File: src/rtl/adder_arbiter.sv
// rtl/adder_arbiter.sv - round-robin sharing of one fixed-latency adder; ADDER_ARB_SAT_EN enables saturating sums
module adder_arbiter #(
    parameter int WIDTH   = 16,
    parameter int NREQ    = 4,
    parameter int ADD_LAT = 2
) (
    input  logic                  clk,
    input  logic                  rst,
    input  logic [NREQ-1:0]       req_valid,
    input  logic [NREQ*WIDTH-1:0] req_a,
    input  logic [NREQ*WIDTH-1:0] req_b,
    output logic [NREQ-1:0]       req_ready,
    output logic [WIDTH-1:0]      add_a,
    output logic [WIDTH-1:0]      add_b,
    output logic                  add_start,
    input  logic [WIDTH-1:0]      add_sum,
    input  logic                  add_cout,
    output logic [NREQ-1:0]       rsp_valid,
    output logic [WIDTH-1:0]      rsp_sum,
    output logic                  rsp_cout,
    input  logic [NREQ-1:0]       rsp_ready,
    output logic                  busy
);
    localparam int IDXW = $clog2(NREQ);

    typedef enum logic [1:0] {IDLE, ISSUE, WAIT, RESP} state_t;

    state_t           state, state_nxt;
    logic [IDXW-1:0]  ptr, gid, grant_idx, scan_idx;
    logic             grant_found;
    logic [WIDTH-1:0] sel_a, sel_b;
    logic [2:0]       lat_cnt;
    logic [WIDTH-1:0] op_a, op_b, res_sum;
    logic             res_cout;
    logic             req_hs, rsp_hs;

    // Round-robin search: first valid requester at or above ptr, wrapping modulo NREQ
    always_comb begin
        grant_idx   = '0;
        grant_found = 1'b0;
        scan_idx    = '0;
        sel_a       = '0;
        sel_b       = '0;
        for (int i = 0; i < NREQ; i++) begin
            scan_idx = IDXW'((int'(ptr) + i) % NREQ);
            if (!grant_found && req_valid[scan_idx]) begin
                grant_found = 1'b1;
                grant_idx   = scan_idx;
            end
        end
        for (int i = 0; i < NREQ; i++) begin
            if (grant_idx == IDXW'(i)) begin
                sel_a = req_a[i*WIDTH +: WIDTH];
                sel_b = req_b[i*WIDTH +: WIDTH];
            end
        end
    end

    // Grant is withheld while reset is asserted so every output reads zero during reset
    assign req_hs = rst && (state == IDLE) && grant_found;
    assign rsp_hs = (state == RESP) && rsp_ready[gid];

    // Next-state and output decode
    always_comb begin
        state_nxt = state;
        req_ready = '0;
        add_a     = '0;
        add_b     = '0;
        add_start = 1'b0;
        rsp_valid = '0;
        rsp_sum   = '0;
        rsp_cout  = 1'b0;
        busy      = 1'b1;
        unique case (state)
            IDLE: begin
                busy = 1'b0;
                if (req_hs) begin
                    req_ready = NREQ'(1) << grant_idx;
                    state_nxt = ISSUE;
                end
            end
            ISSUE: begin
                add_a     = op_a;
                add_b     = op_b;
                add_start = 1'b1;
                state_nxt = WAIT;
            end
            WAIT: begin
                add_a = op_a;
                add_b = op_b;
                if (lat_cnt == 3'd0) begin
                    state_nxt = RESP;
                end
            end
            RESP: begin
                add_a     = op_a;
                add_b     = op_b;
                rsp_valid = NREQ'(1) << gid;
                rsp_cout  = res_cout;
`ifdef ADDER_ARB_SAT_EN
                rsp_sum   = res_cout ? '1 : res_sum;
`else
                rsp_sum   = res_sum;
`endif
                if (rsp_hs) begin
                    state_nxt = IDLE;
                end
            end
            default: state_nxt = IDLE;
        endcase
    end

    // State register
    always_ff @(posedge clk or negedge rst) begin
        if (!rst) begin
            state <= IDLE;
        end else begin
            state <= state_nxt;
        end
    end

    // Operand capture, latency countdown, result capture and pointer advance
    always_ff @(posedge clk or negedge rst) begin
        if (!rst) begin
            ptr      <= '0;
            gid      <= '0;
            lat_cnt  <= '0;
            op_a     <= '0;
            op_b     <= '0;
            res_sum  <= '0;
            res_cout <= 1'b0;
        end else begin
            unique case (state)
                IDLE: begin
                    if (req_hs) begin
                        op_a <= sel_a;
                        op_b <= sel_b;
                        gid  <= grant_idx;
                    end
                end
                ISSUE: begin
                    lat_cnt <= 3'(ADD_LAT - 1);
                end
                WAIT: begin
                    if (lat_cnt == 3'd0) begin
                        res_sum  <= add_sum;
                        res_cout <= add_cout;
                    end else begin
                        lat_cnt <= lat_cnt - 3'd1;
                    end
                end
                RESP: begin
                    if (rsp_hs) begin
                        ptr <= (gid == IDXW'(NREQ - 1)) ? '0 : gid + IDXW'(1);
                    end
                end
                default: ;
            endcase
        end
    end
endmodule

File: config.mk
export PLATFORM = sky130hd
export DESIGN_NAME = adder_arbiter
export DESIGN_NICKNAME = d
export VERILOG_FILES = /design/src/rtl/adder_arbiter.sv
export SDC_FILE = /design/constraint.sdc
export NUM_CORES = 1
export LEC_CHECK = 0
export CAP_MARGIN = 10
export CORE_MARGIN = 3
export CORE_UTILIZATION = 30
export CTS_CLUSTER_DIAMETER = 150
export DETAILED_ROUTE_END_ITERATION = 8
export HOLD_SLACK_MARGIN = 0.15
export PLACE_DENSITY = 0.68
export SYNTH_ARGS = -nofsm -noshare
export SYNTH_HDL_FRONTEND = slang
export SYNTH_SLANG_ARGS = --single-unit
File: constraint.sdc
create_clock -name clk -period 2 [get_ports clk]
set_input_delay 0.4 -clock clk [delete_from_list [all_inputs] [get_ports clk]]
set_output_delay 0.4 -clock clk [all_outputs]
set_load 0.05 [all_outputs]
==> results of run 1 <==
## report_power, final
| part | internal (uW) | leakage [uW] | switching [uW] |
|---|---|---|---|
| registers | 1760 | 0.000685 | 332 |
| clock network | 941 | 0.000136 | 520 |
| logic | 3570 | 0.00223 | 4440 |
| total | 6270 | 0.00305 | 5290 |
## timing repair
item                                   CTS  global route
pin swaps                                8             5
buffers inserted                         3             1
resized for setup                       20            45
hold buffers                             1             0
setup endpoints to repair               41            58
cloned                                   0             1
endpoints found under the hold margin    2             0
## layer usage
layer | share of wire [%] | routed length, um
met5 | 0 | 0
met4 | 1.3 | 198
met3 | 5.0 | 751
met2 | 52 | 7730
met1 | 42 | 6310
## Yosys cell counts (3+ instances only)
| cell type | n |
|---|---|
| a2bb2oi_1 | 14 |
| a221o_1 | 15 |
| mux2i_1 | 4 |
| o41ai_1 | 3 |
| o221ai_1 | 7 |
| nand2_1 | 24 |
| nor2b_1 | 32 |
| dfrtp_1 | 58 |
| o21ai_0 | 27 |
| nor3_1 | 5 |
| buf_6 | 4 |
| nand3_1 | 16 |
| nand4b_1 | 3 |
| ha_1 | 10 |
| a211oi_1 | 10 |
| o211ai_1 | 3 |
| a21boi_0 | 7 |
| o22a_1 | 15 |
| mux2_2 | 20 |
| inv_1 | 10 |
| buf_2 | 10 |
| nor2_1 | 14 |
| nand2b_1 | 4 |
| o31ai_1 | 9 |
| clkbuf_1 | 20 |
| and2_1 | 23 |
| a21oi_1 | 28 |
| o211a_1 | 3 |
## registers in the layout, summed over array words and instances (netlist names)
signal and cells:
res_cout 1, lat_cnt 3, op_a 16, res_sum 16, state 2, gid 2
ptr 2, op_b 16
## area by class of cell
| cell class | count | area (um2) |
|---|---|---|
| clock inverters | 1 | 7.51 |
| repair buffers | 270 | 2980 |
| inverters | 10 | 37.5 |
| diodes | 1 | 2.50 |
| flip-flops and latches | 58 | 1450 |
| fillers | 1068 | 4860 |
| clock buffers | 15 | 278 |
| well taps | 168 | 210 |
| multi-input cells | 307 | 2380 |
## cell families (layout without fill, tap and decap cells)
group                    count (synthesis)  count (layout)
adder cells (fa/ha/maj)                 10              10
multiplexers                            25              25
AO/OA/AOI/OAI                          143             143
AND/OR/NAND/NOR                        128             128
other                                    0               1
flip-flops                              58              58
buffers and inverters                   45             296
XOR/XNOR                                 1               1
## how the worst max path moves through the flow
| stage | slack, ns | end |
|---|---|---|
| 3_3_place_gp | -0.55 | req_ready[1] |
| 4_1_cts | -0.31 | req_ready[1] |
| 5_1_grt | -0.40 | req_ready[1] |
| 6_report | -0.30 | req_ready[2] |
| 2_1_floorplan | -0.15 | req_ready[1] |
| 3_5_place_dp | -0.57 | req_ready[1] |
## per-stage QoR
step	util (%)	instances	setup slack [ns]	power, uW
global route	60.2	829	-0.397	12200
CTS	58.5	828	-0.307	11300
floorplan	-	410	-0.147	6570
detailed placement	55.5	808	-0.566	9680
global placement	55.5	808	-0.554	9510
finish	60.2	830	-0.301	11600
==> impl_metrics.tcl, run 1 <==
set metrics [dict create \
    p_leak_uw 0.00305 \
    fp.coreArea_um2 12200 \
    tightest_slew_ns 0.476 \
    max_freq_ghz 0.435 \
    worstSetupEndpointType "output port" \
    crit_path_start "ptr[1]$_DFFE_PN0P_" \
    use_met1_pct 24.6 \
    final_antenna_net_count 0 \
    max_cap_viol_count 0 \
    relSlewSlack_pct 68.3 \
    fin_crit_ns 2.30 \
    crit_family "simple AND/OR/NAND/NOR gates" \
    die_h_um 119 \
    finalHoldViolations 0 \
    use_met2_pct 36.2 \
    violations "negative setup slack" \
    synthSimpleGateAreaFrac_pct 18.4 \
    fin_ws_ns -0.301 \
    synth-compound-area-share_pct 26.9 \
    drc 0 \
    htree_levels 3 \
    overflow 0 \
    cts_buffers 9 \
    routed_wl_um 15000 \
    area_growth_pct 92.3 \
    ys_seq_elements 58 \
    cp.depth 6 \
    vias 4250 \
    yosysWarnings 0 \
    place_area_um2 6770 \
    syn_area_um2 3820 \
    reg2reg_from "ptr[1]$_DFFE_PN0P_" \
    post_drt_wl_per_cell_um 18.1 \
    cp_max_fo 5 \
    synth_xor_xnor_area_share_pct 0.229 \
    dr.pass1.iters 4 \
    place_congestion 0.898 \
    grt_pass1_vias 4552 \
    mostFrequentLayoutCell "clkdlybuf4s50_1" \
    io_buffer_count 213 \
    crit_type "flop to output port" \
    nets 821 \
    rows 40 \
    vias_per_cell 5.12 \
    synth_top_cell_area_share_pct 38.0 \
    worstSkewPairLatency_ns 0.32 \
    cts_root_buffer "clkbuf_16" \
    rrSetupSlack_ns 0.04 \
    setup_viol 6 \
    cpPeakStageDelay_ns 0.43 \
    busiest_layer "met2" \
    min_path_type "input port to asynchronous set/reset pin" \
    rsz0062_at_grt "yes" \
    initial_core_util_pct 31.3 \
    synth.area.top_cells "dfrtp_1, mux2_2, nor2b_1" \
    syn_nets 575 \
    grtUsageMet3_pct 3.99 \
    ios 214 \
    critPathBufInv 2 \
    die_w_um 119 \
    worstReg2RegEnd "op_a[13]$_DFFE_PN0P_" \
    synth_cell_types 40 \
    worstPathArrival_ns 1.90 \
    setup_tns_ns -1.13 \
    synth_top_cell_by_area "dfrtp_1" \
    status "complete, but fails checks" \
    cts_buffer_depth 2 \
    post-route-period-util_pct 115 \
    grt_pass1_wl_um 23000 \
    r2r_cells 6 \
    power_density_nw_per_um2 1570 \
    clock_skew_ns 0.00300 \
    dieArea_um2 14100 \
    syn_area_per_cell_um2 9.32 \
    clock-sinks 58 \
    grt.total_usage_pct 20.4 \
    drv_slew 0 \
    netlist_instances 410 \
    seq_area_frac_synth_pct 38.0 \
    irDropWorstVdd_mv 0.665 \
    path_cells "and2_4, buf_4, o211ai_1, nand2_2, nor3_4, buf_12" \
    cts_tree "built" \
    fin_area_um2 7350 \
    slowest_stage "dfrtp_1" \
    synthMuxAreaShare_pct 7.53 \
    cts.clk_slew.worst_paths_ns 0.05 \
    antenna_found_initial 0 \
    dp_hpwl_um 11700 \
    ys.flop_type "dfrtp_1" \
    yosys.area_share.adder_pct 3.27 \
    dr.first_iter.drc_count 247 \
    whs_ns 0.163 \
    async_reset_ff_share_pct 100 \
    cp.required_ns 1.60 \
    synth-edff-count 0 \
    synth_top_family_by_area "compound AO/OA/AOI/OAI gates" \
    drive_gt1_share_pct 30.0 \
    grt_max_degree 37 \
    final_cell_mix "clkdlybuf4s50_1, dfrtp_1, buf_4" \
    startpoint_type "flop" \
]
(Power assumes the default switching activity.)
==> inputs of run 2 (changes only) <==
Settings changed: PLACE_DENSITY 0.68 to 0.73.
==> run 2 against run 1 <==
Against the previous run:
- the run still ends with negative setup slack left
- combinational power fell by 1%
- global-route usage fell by 0.069 points
- setup slack got worse by 0.027 ns
- die area did not move
- total power fell by 0.18%
- clock power rose by 7%
- sequential share of layout area rose by 0.18 points
- via count fell by 0.66%
- worst hold slack improved by 0.085 ns
- clock skew rose by 0.00099 ns
- critical endpoint is now req_ready[1]
==> impl_metrics.tcl, run 2 (synthesized netlist as in run 1, its figures left out) <==
set metrics [dict create \
    routed_wl_um 14700 \
    status "complete, but fails checks" \
    io_buffer_count 213 \
    drv_slew 0 \
    irDropWorstVdd_mv 1.04 \
    crit_type "flop to output port" \
    fill_cells 1067 \
    initial_core_util_pct 31.3 \
    cts_root_buffer "clkbuf_16" \
    startpoint_type "flop" \
    cts.clk_slew.worst_paths_ns 0.05 \
    clock_skew_ns 0.00399 \
    top_regs "op_a x16, op_b x16, res_sum x16" \
    worstReg2RegEnd "op_b[6]$_DFFE_PN0P_" \
    final_cell_mix "clkdlybuf4s50_1, buf_4, dfrtp_1" \
    dr.pass1.iters 4 \
    fin_crit_ns 2.33 \
    drc 0 \
    mostFrequentLayoutCell "clkdlybuf4s50_1" \
    final_antenna_net_count 0 \
    area_growth_pct 90.8 \
    fin_ws_ns -0.328 \
    grt_max_degree 42 \
    p_leak_uw 0.00304 \
    fin_cells 831 \
    cts_buffers 9 \
    post-route-period-util_pct 116 \
    finalHoldViolations 0 \
    overflow 0 \
    rrSetupSlack_ns 0.03 \
    fin_util_pct 59.7 \
    max_freq_ghz 0.430 \
    ios 214 \
    setup_tns_ns -1.11 \
    die_w_um 119 \
    reg2reg_from "ptr[1]$_DFFE_PN0P_" \
    antenna_found_initial 0 \
    dieArea_um2 14100 \
    grt.total_usage_pct 20.3 \
    r2r_cells 10 \
    antenna_cells 0 \
    worstSkewPairLatency_ns 0.33 \
    grt_pass1_vias 4551 \
    tightest_slew_ns 0.519 \
    vias_per_cell 5.08 \
    worstPathArrival_ns 1.93 \
    min_path_type "input port to asynchronous set/reset pin" \
    place_congestion 0.877 \
    preCtsSetupSlack_ns -0.556 \
    dp_hpwl_um 11400 \
    violations "negative setup slack" \
    max_cap_viol_count 0 \
    vias 4222 \
    nets 823 \
    rows 40 \
    die_h_um 119 \
    drive_gt1_share_pct 29.3 \
    htree_levels 3 \
    dpl.cell_count 807 \
    fp.coreArea_um2 12200 \
    cp.required_ns 1.60 \
    relSlewSlack_pct 65.4 \
    power_density_nw_per_um2 1580 \
    cts_tree "built" \
    cp_max_fo 3 \
    worstSetupEndpointType "output port" \
    rsz0062_at_grt "yes" \
    setup_viol 4 \
    dr.first_iter.drc_count 166 \
    post_drt_wl_per_cell_um 17.6 \
    clock-sinks 58 \
    cts_buffer_depth 2 \
    grt_pass1_wl_um 23000 \
]
-- run 2: metal layers --
metal | vias up | GRT usage, % | wire length, um
met5 | - | 0 | 0
met4 | 0 | 7.53 | 257
met3 | 21 | 5.08 | 938
met2 | 171 | 35.5 | 7480
met1 | 2021 | 24.0 | 5980
li1 | 2009 | - | -
-- run 2: worst max-delay path by stage --
stage,start,end
finish,ptr[1]$_DFFE_PN0P_,req_ready[1]
global route,ptr[1]$_DFFE_PN0P_,req_ready[1]
CTS,ptr[1]$_DFFE_PN0P_,req_ready[1]
detailed placement,req_valid[1],req_ready[1]
global placement,req_valid[1],req_ready[1]
floorplan,ptr[1]$_DFFE_PN0P_,req_ready[1]
-- run 2: worst max-delay path: stages, from the launching register on --
cell and delay [ns]:
dfrtp_2 0.43, and2_4 0.15, o21a_1 0.19, or3_4 0.43
nor3_4 0.23, buf_12 0.16
-- run 2: layout make-up --
class                   instances  area (um2)  share of cell area (%)
repair buffers                272        2930                    40.2
multi-input cells             307        2350                    32.3
flip-flops and latches         58        1450                    19.9
clock buffers                  11         253                    3.47
well taps                     168         210                    2.88
clock inverters                 5        52.6                   0.721
inverters                      10        37.5                   0.515
-- run 2: per-stage QoR --
stage | hold slack, ns | power (uW) | area (um2)
after global placement | 0.425 | 9510 | 6770
after detailed placement | 0.428 | 9650 | 6770
after floorplan | 0.104 | 6570 | 3910
after global routing | 0.311 | 12200 | 7290
final | 0.248 | 11500 | 7290
after CTS | 0.259 | 11400 | 7170
-- run 2: timing repair --
item                                    4_1_cts  5_1_grt
cloned                                        0        1
hold buffers                                  1        0
hold endpoints to repair                     17        0
gates resized for setup                      17       32
pin swaps                                    10        7
endpoints found under the setup margin       51       63
buffers inserted                              6        2
-- run 2: where the power goes --
part / switching, uW / internal [uW] / leakage [uW]
combinational: 4410 / 3490 / 0.00220
clock: 537 / 1020 / 0.000151
sequential: 314 / 1760 / 0.000683
total: 5260 / 6280 / 0.00304
==> inputs of run 3 (changes only) <==
==> constraint.sdc (replaced) <==
create_clock -name clk -period 2 [get_ports clk]
set_input_delay 0.4 -clock clk [delete_from_list [all_inputs] [get_ports clk]]
set_output_delay 0.4 -clock clk [all_outputs]
set_load 0.005 [all_outputs]
==> run 3 against run 2 <==
Against the previous run:
- the run still ends with negative setup slack left
- die area did not move
- global-route usage rose by 0.42 points
- critical path depth did not move
- clock-buffer cell count did not move
- non-clock buffer count rose by 12
- combinational power fell by 28%
- critical endpoint is now req_ready[3]
- setup slack improved by 0.13 ns
- cell count rose by 1.4%
- worst hold slack got worse by 0.057 ns
- cell area rose by 0.55%
- clock skew rose by 0.0025 ns
==> impl_metrics.tcl, run 3 (synthesized netlist as in run 1, its figures left out) <==
set metrics [dict create \
    status "complete, but fails checks" \
    violations "negative setup slack" \
    top_regs "op_a x16, op_b x16, res_sum x16" \
    min_path_type "input port to asynchronous set/reset pin" \
    crit_type "flop to output port" \
    dr.pass1.iters 4 \
    rrSetupSlack_ns 0.01 \
    worstSkewPairLatency_ns 0.32 \
    max_freq_ghz 0.455 \
    fin_area_um2 7330 \
    rsz0062_at_grt "yes" \
    place_area_um2 6400 \
    tightest_slew_ns 0.436 \
    path_cells "and2_4, o21a_1, or3_4, nor3_2, buf_2" \
    grt_max_degree 34 \
    drv_slew 0 \
    rows 40 \
    dp_hpwl_um 11200 \
    cts_tree "built" \
    fin_crit_ns 2.20 \
    worstSetupEndpointType "output port" \
    fin_util_pct 60.0 \
    initial_core_util_pct 31.3 \
    setup_viol 4 \
    power_density_nw_per_um2 1260 \
    ios 214 \
    htree_levels 3 \
    antenna_cells 0 \
    cts_buffers 9 \
    grt.total_usage_pct 20.7 \
    clock-sinks 58 \
    dr.first_iter.drc_count 172 \
    final_cell_mix "clkdlybuf4s50_1, dfrtp_1, buf_4" \
    relSlewSlack_pct 70.9 \
    startpoint_type "flop" \
    post_drt_wl_per_cell_um 18.4 \
    cp_max_fo 3 \
    overflow 0 \
    die_h_um 119 \
    preCtsSetupSlack_ns -0.802 \
    irDropWorstVdd_mv 0.512 \
    mostFrequentLayoutCell "clkdlybuf4s50_1" \
    nets 835 \
    finalPower_uw 9270 \
    vias_per_cell 5.10 \
    dieArea_um2 14100 \
    cts_buffer_depth 2 \
    post-route-period-util_pct 110 \
    dpl.cell_count 804 \
    place_congestion 0.858 \
    cts.clk_slew.worst_paths_ns 0.05 \
    final_antenna_net_count 0 \
    fp.coreArea_um2 12200 \
    fin_ws_ns -0.197 \
    clock_skew_ns 0.00646 \
    grt_pass1_wl_um 23400 \
    drive_gt1_share_pct 24.7 \
    cts_root_buffer "clkbuf_16" \
    fin_cells 843 \
    routed_wl_um 15500 \
    cpPeakStageDelay_ns 0.43 \
    vias 4303 \
    area_growth_pct 91.8 \
    cp.required_ns 1.60 \
    io_buffer_count 213 \
    worstPathArrival_ns 1.80 \
    finalHoldViolations 0 \
    max_cap_viol_count 0 \
    die_w_um 119 \
    p_leak_uw 0.00308 \
    drc 0 \
    antenna_found_initial 0 \
    slowest_stage "dfrtp_2" \
    grt_pass1_vias 4516 \
]
[run 3: cell type report]
class                   count  area [um2]
fillers                  1080        4880
well taps                 168         210
flip-flops and latches     58        1450
inverters                  10        37.5
repair buffers            284        2890
clock buffers              11         243
clock inverters             5        53.8
multi-input cells         307        2440
[run 3: per-stage QoR]
stage	setup TNS, ns	hold WS, ns
6_report	-0.538	0.190
5_1_grt	-1.07	0.198
4_1_cts	-0.546	0.170
3_5_place_dp	-20.13	0.455
3_3_place_gp	-18.22	0.459
2_1_floorplan	0	0.104
[run 3: worst max-delay path, delay by kind of cell, from the launching register on]
kind | cells | cell delay [ns]
DFF | 1 | 0.43
AOI/OAI and AO/OA | 1 | 0.20
buffers and inverters | 1 | 0.14
and+or+nand+nor | 3 | 0.70
[run 3: timing repair]
item                                   4_1_cts  5_1_grt
setup endpoints to repair                   92       84
cloned                                       2        5
pin swaps                                   20       27
hold buffers                                 1        0
endpoints found under the hold margin       25        0
buffers inserted                            11        4
gates resized for setup                    119       89
[run 3: routing by layer]
metal	GRT usage [%]	vias to the layer above	routed length, um
met5	0	-	0
met4	6.52	0	260
met3	4.18	22	878
met2	36.5	158	7810
met1	25.3	2081	6550
li1	-	2042	-
[run 3: report_power, final]
group          switching (uW)  internal (uW)  total, uW  leakage (uW)
Sequential                328           1760       2090      0.000683
Combinational            2490           3160       5650       0.00225
Clock                     537            993       1530      0.000149
Total                    3360           5920       9270       0.00308
[run 3: final timing paths]
path	from	cells after the start	to
worst min register to register	op_a[5]$_DFFE_PN0P_	2	op_a[5]$_DFFE_PN0P_
worst max register to register	ptr[0]$_DFFE_PN0P_	8	op_b[8]$_DFFE_PN0P_
worst max-delay path	ptr[1]$_DFFE_PN0P_	5	req_ready[3]
max in group asynchronous	rst	3	res_cout$_DFFE_PN0P_
worst min-delay path	rst	3	state[0]$_DFFE_PN0P_
min in group clk	op_a[5]$_DFFE_PN0P_	2	op_a[5]$_DFFE_PN0P_
